$ cat config.mk
export PLATFORM = sky130hd
export DESIGN_NAME = count_sequencer
export DESIGN_NICKNAME = d
export VERILOG_FILES = /design/src/rtl/count_sequencer.sv
export SDC_FILE = /design/constraint.sdc
export NUM_CORES = 1
export LEC_CHECK = 0
export ABC_AREA = 1
export CORE_MARGIN = 4
export CORE_UTILIZATION = 44
export CTS_CLUSTER_DIAMETER = 50
export CTS_CLUSTER_SIZE = 20
export DETAILED_ROUTE_END_ITERATION = 10
export DONT_BUFFER_PORTS = 1
export SLEW_MARGIN = 5
export SYNTH_ARGS = -nofsm -noshare
export SYNTH_HDL_FRONTEND = slang
export SYNTH_SLANG_ARGS = --single-unit
$ cat constraint.sdc
create_clock -name clock -period 1.72 [get_ports clock]
set_input_delay 0.172 -clock clock [delete_from_list [all_inputs] [get_ports clock]]
set_output_delay 0.172 -clock clock [all_outputs]
set_load 0.02 [all_outputs]
$ cat src/rtl/count_sequencer.sv
// count_sequencer: run controller for a clear/increment counter.
// A run is started with a terminal value and a pass count. Each pass clears
// the counter, then counts up to the terminal value. Completion is reported
// with done and a cancelled run with aborted. Both are single-cycle pulses.
module count_sequencer #(
  parameter int WIDTH  = 6,
  parameter int PASS_W = 4
) (
  input  logic              clock,
  input  logic              reset,
  input  logic              start,
  input  logic [WIDTH-1:0]  limit,
  input  logic [PASS_W-1:0] passes,
  input  logic              hold,
  input  logic              abort,
  input  logic [WIDTH-1:0]  cnt_value,
  output logic              cnt_clr,
  output logic              cnt_en,
  output logic              busy,
  output logic              pass_done,
  output logic [PASS_W-1:0] passes_done,
  output logic              done,
  output logic              aborted
);

  localparam logic [1:0] ST_IDLE  = 2'd0;
  localparam logic [1:0] ST_CLEAR = 2'd1;
  localparam logic [1:0] ST_RUN   = 2'd2;
  localparam logic [1:0] ST_DONE  = 2'd3;

  localparam logic [PASS_W-1:0] PASS_ZERO = {PASS_W{1'b0}};
  localparam logic [PASS_W-1:0] PASS_ONE  = {{(PASS_W-1){1'b0}}, 1'b1};
  localparam logic [WIDTH-1:0]  LIM_ZERO  = {WIDTH{1'b0}};

  logic [1:0]        state_r;
  logic [1:0]        state_nxt_s;
  logic [WIDTH-1:0]  limit_r;
  logic [PASS_W-1:0] passes_r;
  logic [PASS_W-1:0] passes_done_r;
  logic [PASS_W-1:0] passes_inc_s;
  logic              busy_r;
  logic              done_r;
  logic              aborted_r;
  logic              capture_s;
  logic              abort_hit_s;
  logic              cnt_clr_s;
  logic              cnt_en_s;
  logic              pass_done_s;

  // A zero pass request is treated as a single pass.
  function automatic logic [PASS_W-1:0] clamp_passes(input logic [PASS_W-1:0] p);
    if (p == PASS_ZERO) begin
      return PASS_ONE;
    end else begin
      return p;
    end
  endfunction

  assign passes_inc_s = passes_done_r + PASS_ONE;

  // Next-state and counter control decode; abort outranks the terminal test.
  always_comb begin
    state_nxt_s = state_r;
    capture_s   = 1'b0;
    abort_hit_s = 1'b0;
    cnt_clr_s   = 1'b0;
    cnt_en_s    = 1'b0;
    pass_done_s = 1'b0;
    case (state_r)
      ST_IDLE: begin
        if (start) begin
          capture_s   = 1'b1;
          state_nxt_s = ST_CLEAR;
        end else begin
          state_nxt_s = ST_IDLE;
        end
      end
      ST_CLEAR: begin
        cnt_clr_s = 1'b1;
        if (abort) begin
          abort_hit_s = 1'b1;
          state_nxt_s = ST_IDLE;
        end else begin
          state_nxt_s = ST_RUN;
        end
      end
      ST_RUN: begin
        if (abort) begin
          abort_hit_s = 1'b1;
          cnt_clr_s   = 1'b1;
          state_nxt_s = ST_IDLE;
        end else if (cnt_value == limit_r) begin
          pass_done_s = 1'b1;
          if (passes_inc_s == passes_r) begin
            state_nxt_s = ST_DONE;
          end else begin
            state_nxt_s = ST_CLEAR;
          end
        end else begin
          cnt_en_s    = ~hold;
          state_nxt_s = ST_RUN;
        end
      end
      ST_DONE: begin
        state_nxt_s = ST_IDLE;
      end
      default: begin
        state_nxt_s = ST_IDLE;
      end
    endcase
  end

  // State, captured request and registered status outputs.
  always_ff @(posedge clock) begin
    if (reset) begin
      state_r       <= ST_IDLE;
      limit_r       <= LIM_ZERO;
      passes_r      <= PASS_ZERO;
      passes_done_r <= PASS_ZERO;
      busy_r        <= 1'b0;
      done_r        <= 1'b0;
      aborted_r     <= 1'b0;
    end else begin
      state_r   <= state_nxt_s;
      busy_r    <= (state_nxt_s == ST_CLEAR) || (state_nxt_s == ST_RUN);
      done_r    <= (state_nxt_s == ST_DONE);
      aborted_r <= abort_hit_s;
      if (capture_s) begin
        limit_r       <= limit;
        passes_r      <= clamp_passes(passes);
        passes_done_r <= PASS_ZERO;
      end else if (pass_done_s && (passes_done_r != passes_r)) begin
        passes_done_r <= passes_inc_s;
      end else begin
        passes_done_r <= passes_done_r;
      end
    end
  end

  assign cnt_clr     = cnt_clr_s;
  assign cnt_en      = cnt_en_s;
  assign pass_done   = pass_done_s;
  assign busy        = busy_r;
  assign done        = done_r;
  assign aborted     = aborted_r;
  assign passes_done = passes_done_r;

endmodule

* Yosys cells after proc, flatten, opt, wreduce, memory -nomap -nowiden
Index checks and enable logic that the tools add are counted.
** Word-level totals
- Register bits :: 19
- Input port bits :: 21
- Output and inout bits :: 10
- Word-level logic and storage cells :: 43
** Cells by class
- Add/subtract/negate cells :: 1
- Eq/ne operators :: 9
- Mux-type cells :: 17
- Bitwise gates (word level) :: 2
- Reduce and logical (&&, ||, !) cells :: 7
** Operator list (number)
- $mux 1 :: 10
- $eq 2x2->1 const B :: 4
- $mux 2 :: 4
- $pmux 2 s4 :: 1
- $eq 6x6->1 :: 1
- $reduce_or 2->1 :: 3
- $add 4x1->4 const B :: 1
- $eq 2x1->1 const B :: 2
- $eq 4x4->1 :: 1
- $logic_not 4->1 :: 1
- $mux 4 :: 1
- $ne 4x4->1 :: 1
- $logic_not 2->1 :: 1
- $not 1->1 :: 2
- $pmux 1 s2 :: 1
- $logic_and 1x1->1 :: 1
- $logic_or 1x1->1 :: 1

* Logic depth before layout (Yosys ltp)
Gate-level depths: netlist of the first run.
- Depth in word-level cells :: 8
- Depth in mapped cells :: 15
- Depth with buffers taken out :: 15

* Worst setup path after synthesis of the first run
OpenSTA, ideal clock, no wires.
- Kind :: reg-to-reg
- From :: register passes_done_r[1], in the netlist passes_done[1]
- To :: register busy_r, in the netlist busy
- Setup time :: 0.126 ns
- Arrival time :: 1.665 ns
- Data required time :: 1.594 ns
- Path slack :: -0.071 ns
- Stages on the path, launching flop included :: 14
- Buffers on the path :: 0
- Clock period less this slack :: 1.791 ns
- Cell sequence :: dfxtp_1 > ha_1 > xnor2_1 > nand2_1 > nor2_1 > nand2_1 > nand2_1 > nand2_1 > nand2_1 > nand2_1 > inv_1 > ha_1 > inv_1 > nor2_1
** On the way
- Longest elaborated chain between the ends :: 8
- Elaborated cells between the ends (all ways) :: 9
- Those cells by class :: add/sub: 1; eq/ne: 3; mux: 4; reduce/logical: 1
** RTL lines
- from (decl) :: RTL line 39 : logic [PASS_W-1:0] passes_done_r;
- from (signal assigned) :: RTL line 133 : passes_done_r <= passes_inc_s;
- from (signal assigned) :: RTL line 135 : passes_done_r <= passes_done_r;
- $add 4x1->4 * :: RTL line 59 : assign passes_inc_s = passes_done_r + PASS_ONE;
- via passes_inc_s[1] :: RTL line 40 : logic [PASS_W-1:0] passes_inc_s;
- $eq 4x4->1 * :: RTL line 94 : if (passes_inc_s == passes_r) begin
- $mux 2 * :: RTL line 94
- $mux 2 * :: RTL line 92 : end else if (cnt_value == limit_r) begin
- $mux 2 * :: RTL line 88 : if (abort) begin
- $pmux 2 s4 * :: RTL line 69 : case (state_r)
- via state_nxt_s[1] :: RTL line 36 : logic [1:0] state_nxt_s;
- $eq 2x1->1 / $eq 2x2->1 (equally long branches) :: RTL line 125 : busy_r <= (state_nxt_s == ST_CLEAR) || (state_nxt_s == ST_RUN);
- $logic_or 1x1->1 * :: RTL line 125
- to (signal assigned) :: RTL line 125
- to (decl) :: RTL line 41 : logic busy_r;
The timed path passes the listed nets; every way through them passes the cells marked *.
A chain may end at the register's enable or synchronous reset.

* Worst setup path in the final report of the first run
- From :: register state_r[1]
- To :: output port cnt_clr
** On the way
- Longest elaborated chain between the ends :: 2
- Elaborated cells between the ends (all ways) :: 3
- Those cells by class :: eq/ne: 2; mux: 1
** RTL lines
- from (decl) :: RTL line 35 : logic [1:0] state_r;
- from (signal assigned) :: RTL line 124 : state_r <= state_nxt_s;
- $eq 2x2->1 / $eq 2x1->1 (equally long branches) :: RTL line 69
- $pmux 1 s2 * :: RTL line 69
- to (decl) :: RTL line 17 : output logic cnt_clr,
Mark *: on every way between the ends. The rest lies on a longest branch, timed or not.

==> results.toml, run 1 <==
[critical_path]
critPathMaxStageDelay_ns = 0.39
cp.required_ns = 1.55
crit_start = "state_r[1]$_SDFF_PP0_"
crit_type = "reg -> out"
ff2ff_setup_slack_ns = 0.09
crit_arrival_ns = 1.48
crit_top_cell = "inv_1"
r2r_end = "busy$_SDFF_PP0_"
slowest_stage = "dfxtp_1"
critPathCapture = "cnt_clr"
endpoint_kind = "primary output"
path_cells = "inv_1 -> ha_1 -> inv_1 -> a21oi_1"
setup.worst_path.start_class = "flip-flop"
r2r_cells = 15
critPathMaxFanout = 3
rr_startpoint = "passes_done[0]$_SDFFE_PP0P_"

[final_layout]
stdcell_count = 217
final_cell_mix = "nand2_1 (45), inv_1 (29), nor2_1 (22)"
multi_input_area_sq_um = 669.4
fin_nets = 215
diodes = 0
syn_to_final_growth_pct = 17.51
layout_commonest_cell = "nand2_1"
fin_util = 0.5389
seq_area_sq_um = 382.9
drive_gt1_frac = 0.1658
fillers = 253

[drt]
postRouteAntennaNets = 0
dr.pass1.iters = 4
drc_errors = 0
wl_per_cell_um = 11.71
drt_iter0_drc = 30
drt-total-wl_um = 2541
vias = 1062
vias_per_cell = 4.894

[placement]
place_inst = 210
port_buffers = 0
gp_congestion = 0.8162
hpwl_um = 2026

[sta]
fin_setup_tns_ns = 0
maxSlewHeadroom = 0.6995
max_freq_ghz = 0.6052
rsz0062_at_grt = "true"
finalCritPeriodShare = 0.9607
slew_viol_final = 0
tightest_slew_ns = 0.4522
hold_violations = 0
min_period_ns = 1.652
hold_ws_ns = 0.03954
skew_ns = 0.002892
finalSetupViolations = 0

[global_route]
overflow = 0
grt_pass1_vias = 1080
grt_max_degree = 11
grt_use_total = 0.1542
grt_pass1_wl_um = 4140
antenna_found_initial = 0

[logic_synthesis]
syn_inst = 174
seq_area_frac_synth = 0.3348
synth.net_count = 201
ys_warn_count = 0
syn_avg_cell_area_sq_um = 6.529
ys_types = 21
synth_area_sq_um = 1136
ys_seq_elements = 19

[floorplanning]
die-area_sq_um = 3459
die_y_um = 58.82
fp-row-count = 18
ios = 31
initial_core_util = 0.4586
dieWidth_um = 58.82
core_area_sq_um = 2477

[job]
maxCapViolations = 0

[power_and_ir_drop]
cellInternalPower_w = 0.0006086
power_w = 0.0008544
seqPwrFrac = 0.561
peakVddDrop_mv = 0.4174
sw_frac_of_total = 0.2878
comb_power_share = 0.171
power.share.clock = 0.269
p_sw_w = 0.0002459
power_density_nw_per_um2 = 640.0
p_leak_nw = 0.6278

[clock_tree]
cts_tree = "done"
cts.clk_slew.worst_paths_ns = 0.11
cts.sinks = 19
worstSkewPairLatency_ns = 0.29
cts_made_buffers = 3
cts_htree_levels = 1
cts_buffer_depth = 2
cts-root-buf = "clkbuf_4"

[worst_hold_path]
hp-class = "in -> reg"
hold_depth = 2

[status]
outcome = "completed"
-- worst max-delay path: cells and delay by family (launching register included) --
kind	cells	cell delay [ns]
DFF	1	0.39
AOI/OAI and AO/OA	1	0.36
adders and majority gates	1	0.30
buffers and inverters	2	0.13
-- power by group through the flow --
stage               registers (W)  logic [W]  clock network, W
floorplan                0.000486   0.000115                 0
global placement         0.000488   0.000134                 0
detailed placement       0.000489   0.000137                 0
CTS                      0.000479   0.000143          0.000239
global route             0.000482   0.000166          0.000259
finish                   0.000479   0.000146          0.000229
-- repair_timing --
item,in CTS,in global routing
setup endpoints to repair,0,4
buffers inserted,0,1
endpoints found under the hold margin,7,0
hold buffers,2,0
gates resized for setup,0,12
-- registers in the layout, indices dropped and copies added (netlist names) --
name	count
aborted	1
busy	1
done	1
limit_r	6
passes_done	4
passes_r	4
state_r	2
-- kinds of logic (layout without fill, tap and decap cells) --
kind of cell / Yosys count / after routing / synth area share
flops: 19 / 19 / 0.3348
compound gates: 24 / 24 / 0.1123
buf+inv: 35 / 48 / 0.1156
simple gates: 86 / 86 / 0.3403
fa+ha+maj: 6 / 6 / 0.06608
xor+xnor: 4 / 4 / 0.03084
-- through the flow --
stage               instance area [sq um]  worst slack, ns
floorplan                            1139          0.05548
global placement                     1229           0.1032
detailed placement                   1229          0.03078
CTS                                  1275         0.003073
global route                         1335         -0.06213
finish                               1335          0.06759
-- per-layer routing --
| metal | track usage | up-vias | wire length, um |
|---|---|---|---|
| met5 | 0 | - | 0 |
| met4 | 0.06472 | 0 | 13 |
| met3 | 0.03289 | 2 | 140 |
| met2 | 0.2823 | 27 | 1275 |
| met1 | 0.1696 | 471 | 1112 |
| li1 | - | 562 | - |
-- Yosys cell counts --
cell	count	area, sq um
nor2_1	23	86.33
nand2_1	47	176.4
clkbuf_1	2	7.510
a211oi_1	1	7.510
nor2_4	2	22.52
a21oi_1	12	60.06
nor2_8	1	20.02
ha_1	6	75.07
xnor2_1	2	17.52
nand3_4	1	17.52
xor2_1	2	17.52
o21ai_1	1	5.000
nor2_2	1	6.260
o21ai_0	8	40.04
inv_1	32	120.1
nand3_1	9	45.04
nand2_2	2	12.51
dfxtp_1	19	380.4
o22ai_1	1	6.260
a221oi_1	1	8.760
inv_2	1	3.750
-- how the worst min path moves through the flow --
| stage | from | to | slack (ns) |
|---|---|---|---|
| after global placement | reset | done$_SDFF_PP0_ | 0.24 |
| after detailed placement | reset | busy$_SDFF_PP0_ | 0.25 |
| after global routing | limit[5] | limit_r[5]$_SDFFE_PP0P_ | 0.04 |
| after CTS | start | state_r[0]$_SDFF_PP0_ | 0.03 |
| final | start | state_r[0]$_SDFF_PP0_ | 0.04 |
| after floorplan | abort | aborted$_SDFF_PP0_ | 0.29 |
-- area by class of cell --
type                       instances  share of cell area
multi-input combinational        120              0.5014
sequential                        19              0.2868
inverter                          33             0.09278
timing repair buffer              11             0.07123
tap                               30             0.02812
clock buffer                       4             0.01968
Power figures use the tool's default switching activity.
==> inputs of run 2 (changes only) <==
CORE_UTILIZATION = 46   (was 44)
==> results.toml, run 2 (synthesis gave the netlist of run 1 again) <==
[clock_tree]
cts.clk_slew.worst_paths_ns = 0.10
cts_tree = "done"
worstSkewPairLatency_ns = 0.29
cts_htree_levels = 1
cts_made_buffers = 3
cts-root-buf = "clkbuf_4"
post-cts-setup-buffer-count = 0
cts_buffer_depth = 2
cts.sinks = 19

[floorplanning]
ios = 31
die-area_sq_um = 3329
die_y_um = 57.70
initial_core_util = 0.4992
fp-row-count = 17
dieWidth_um = 57.70
core_area_sq_um = 2276

[global_route]
grt_pass1_vias = 1014
antenna_found_initial = 0
overflow = 0
grt_max_degree = 11
grt_pass1_wl_um = 4071
grt_use_total = 0.1524

[sta]
slew_viol_final = 0
fin_setup_tns_ns = 0
maxSlewHeadroom = 0.6942
hold_violations = 0
min_period_ns = 1.607
rsz0062_at_grt = "false"
max_freq_ghz = 0.6223
tightest_slew_ns = 0.4601
skew_ns = 0.001017
finalCritPeriodShare = 0.9342
finalSetupViolations = 0

[final_layout]
multi_input_area_sq_um = 646.9
seq_area_sq_um = 384.1
fin_nets = 214
syn_to_final_growth_pct = 15.09
final_cell_mix = "nand2_1 (47), inv_1 (30), nor2_1 (23)"
layout_commonest_cell = "nand2_1"
diodes = 0
fillers = 239
largest_reg_flops = 6
top_register = "limit_r"
stdcell_area_sq_um = 1308
drive_gt1_frac = 0.1452

[drt]
wl_per_cell_um = 10.96
drt-total-wl_um = 2345
postRouteAntennaNets = 0
vias_per_cell = 4.743
drc_errors = 0
routed-wl-met3_um = 144
drt-met1-wl_um = 990
top_layer = "met4"
dr.pass1.iters = 4
vias = 1015
drt_iter0_drc = 18
met2WireLength_um = 1197

[placement]
gp_congestion = 0.7538
place_area_sq_um = 1226
port_buffers = 0
hpwl_um = 1882

[critical_path]
endpoint_kind = "primary output"
cp_top_family = "compound AO/OA/AOI/OAI gates"
setup.worst_path.start_class = "flip-flop"
crit_type = "reg -> out"
path_cells = "inv_1 -> ha_1 -> inv_1 -> a21oi_1"
cp.required_ns = 1.55
critPathMaxStageDelay_ns = 0.37
slowest_stage = "a21oi_1"
crit_buf_inv = 2
crit_top_cell = "inv_1"
crit_arrival_ns = 1.43
critPathMaxFanout = 3

[job]
maxCapViolations = 0

[worst_hold_path]
hp-class = "in -> reg"

[power_and_ir_drop]
peakVddDrop_mv = 0.3465
p_leak_nw = 0.6294
power_density_nw_per_um2 = 640.2

[status]
outcome = "completed"
==> run 2: cell types whose count changed in the layout (fill, tap and decap cells not counted), moves of 2 or more <==
cell | previous run | this run
ha_4 | 3 | 1
buf_4 | 7 | 5
nand2_2 | 4 | 2
nand2_1 | 45 | 47
==> run 2: path summary, 6_finish.rpt <==
| kind | to | startpoint | cells after the start | slack (ns) |
|---|---|---|---|---|
| max | cnt_clr | state_r[0]$_SDFF_PP0_ | 4 | 0.11 |
| min | state_r[0]$_SDFF_PP0_ | start | 2 | 0.03 |
| max reg2reg | busy$_SDFF_PP0_ | passes_done[0]$_SDFFE_PP0P_ | 15 | 0.13 |
| min reg2reg | limit_r[2]$_SDFFE_PP0P_ | limit_r[2]$_SDFFE_PP0P_ | 2 | 0.47 |
==> run 2: metrics by stage <==
| step | setup WS [ns] | cells | hold WS, ns | utilization | power [W] |
|---|---|---|---|---|---|
| finish | 0.1131 | 214 | 0.03479 | 0.5745 | 0.0008371 |
| global route | 0.001356 | 214 | 0.04328 | 0.5745 | 0.0008938 |
| CTS | 0.04055 | 214 | 0.02855 | 0.5591 | 0.0008506 |
| detailed placement | 0.08064 | 208 | 0.2462 | 0.5388 | 0.0006218 |
| global placement | 0.09493 | 208 | 0.2444 | 0.5388 | 0.0006198 |
| floorplan | 0.05548 | 174 | 0.2858 | - | 0.0006004 |
==> run 2: what timing repair did <==
action	in CTS	in global routing
hold endpoints to repair	7	0
setup endpoints to repair	0	3
hold buffers	2	0
gates resized for setup	0	9
==> run 2: layer usage <==
layer	vias up	track usage
met4	0	0.06291
li1	557	-
met3	2	0.03786
met5	-	0
met2	19	0.2661
met1	437	0.1762
==> run 2: final cells by class <==
type / count / share of cell area
timing repair buffer: 10 / 0.06986
multi-input combinational: 120 / 0.4947
clock buffer: 4 / 0.02010
tap: 28 / 0.02679
inverter: 33 / 0.09474
sequential: 19 / 0.2938
==> run 2: power breakdown <==
group	leakage, nW	switching, W	internal, W
Clock	0.0150	0.000129	0.0000901
Sequential	0.158	0.0000168	0.000462
Combinational	0.457	0.0000861	0.0000527
==> inputs of run 3 (changes only) <==
RECOVER_POWER = 100   (was not set)
SKIP_CTS_REPAIR_TIMING = 1   (was not set)
clock period = 1.6 ns   (was 1.72 ns; I/O delays follow)
==> results.toml, run 3 (synthesis gave the netlist of run 1 again) <==
[placement]
port_buffers = 0
place_area_sq_um = 1252
hpwl_um = 1975
gp_congestion = 0.7452
place_inst = 209
post-place-ws_ns = -0.006979

[sta]
rsz0062_at_grt = "true"
maxSlewHeadroom = 0.7712
finalSetupViolations = 0
max_freq_ghz = 0.6372
skew_ns = 0.003132
hold_violations = 6
setup_ws_ns = 0.03063
hold_ws_ns = -0.08148
fin_setup_tns_ns = 0
tightest_slew_ns = 0.3431
slew_viol_final = 0
finalCritPeriodShare = 0.9809
min_period_ns = 1.569

[final_layout]
fillers = 236
syn_to_final_growth_pct = 21.48
fin_nets = 216
stdcell_count = 216
layout_commonest_cell = "nand2_1"
largest_reg_flops = 6
diodes = 0
final_cell_mix = "nand2_1 (42), inv_1 (26), nor2_1 (20)"
top_register = "limit_r"
drive_gt1_frac = 0.2500
stdcell_area_sq_um = 1380

[global_route]
antenna_found_initial = 0
grt_pass1_wl_um = 4167
grt_max_degree = 14
grt_pass1_vias = 1048
grt_use_total = 0.1574
overflow = 0

[floorplanning]
core_area_sq_um = 2276
initial_core_util = 0.4992
dieWidth_um = 57.70
die-area_sq_um = 3329
die_y_um = 57.70
ios = 31
fp-row-count = 17

[status]
violations = "hold timing"
outcome = "finished with violations"

[power_and_ir_drop]
peakVddDrop_mv = 0.5295
power_density_nw_per_um2 = 659.7
p_leak_nw = 0.6391

[critical_path]
crit_type = "reg -> reg"
path_cells = "ha_4 -> xnor2_2 -> nand2_1 -> nor2_2 -> nand2_1 -> nand2_1 -> nand2_1 -> nand2_1 -> nand2_2 -> inv_2 -> ha_4 -> inv_2 -> nor2_1"
endpoint_kind = "flip-flop"
crit_top_cell = "nand2_1"
ff2ff_setup_slack_ns = 0.03
cp.required_ns = 1.80
critPathMaxStageDelay_ns = 0.37
crit_arrival_ns = 1.77
crit_buf_inv = 2
slowest_stage = "dfxtp_4"
cp_top_family = "adder cells"
critPathMaxFanout = 2
setup.worst_path.start_class = "flip-flop"

[job]
maxCapViolations = 0

[drt]
vias_per_cell = 4.954
dr.pass1.iters = 4
postRouteAntennaNets = 0
vias = 1070
drt_iter0_drc = 30
drc_errors = 0
drt-total-wl_um = 2597
wl_per_cell_um = 12.02

[clock_tree]
worstSkewPairLatency_ns = 0.29
cts_htree_levels = 1
cts.clk_slew.worst_paths_ns = 0.10
cts_tree = "done"
cts-root-buf = "clkbuf_4"
cts_made_buffers = 3
cts_buffer_depth = 2
cts.sinks = 19

[worst_hold_path]
hp-class = "in -> reg"
==> run 3: changes by cell type in the layout (fill, tap and decap cells not counted), sizes merged <==
| cell | before | now |
|---|---|---|
| dlygate4sd3 | 2 | 1 |
| clkbuf | 4 | 6 |
| buf | 8 | 9 |
==> run 3: path summary, 6_finish.rpt <==
| path | from | endpoint | depth (start not counted) |
|---|---|---|---|
| worst max-delay path | passes_done[0]$_SDFFE_PP0P_ | busy$_SDFF_PP0_ | 13 |
| worst min-delay path | reset | busy$_SDFF_PP0_ | 1 |
| worst max register to register | passes_done[0]$_SDFFE_PP0P_ | busy$_SDFF_PP0_ | 13 |
| worst min register to register | limit_r[2]$_SDFFE_PP0P_ | limit_r[2]$_SDFFE_PP0P_ | 2 |
==> run 3: where the power goes <==
group,switching (W),total [W],internal [W]
registers,0.0000204,0.000513,0.000493
clock network,0.000136,0.000233,0.0000969
logic,0.0000990,0.000165,0.0000656
==> run 3: routing by layer <==
layer / share of wire / routed length (um) / up-vias / GRT usage
met4: 0.0089 / 23 / 0 / 0.06623
li1: - / - / 560 / -
met1: 0.44 / 1131 / 484 / 0.1787
met3: 0.056 / 145 / 4 / 0.03786
met2: 0.50 / 1296 / 22 / 0.2790
met5: 0 / 0 / - / 0
==> run 3: layout make-up <==
| class | instances | area, sq um | share of cell area |
|---|---|---|---|
| Tap cell | 28 | 35.03 | 0.02539 |
| Inverter | 33 | 123.9 | 0.08976 |
| Multi-Input combinational cell | 120 | 703.2 | 0.5095 |
| Clock buffer | 4 | 26.28 | 0.01904 |
| Timing Repair Buffer | 12 | 97.59 | 0.07072 |
| Sequential cell | 19 | 394.1 | 0.2856 |
==> run 3: metrics by stage <==
step                        util  power [W]
after global routing      0.6064  0.0009718
final                     0.6064  0.0009104
after floorplan                -  0.0006421
after global placement    0.5503  0.0006654
after detailed placement  0.5503  0.0006722
after CTS                 0.5618  0.0009049
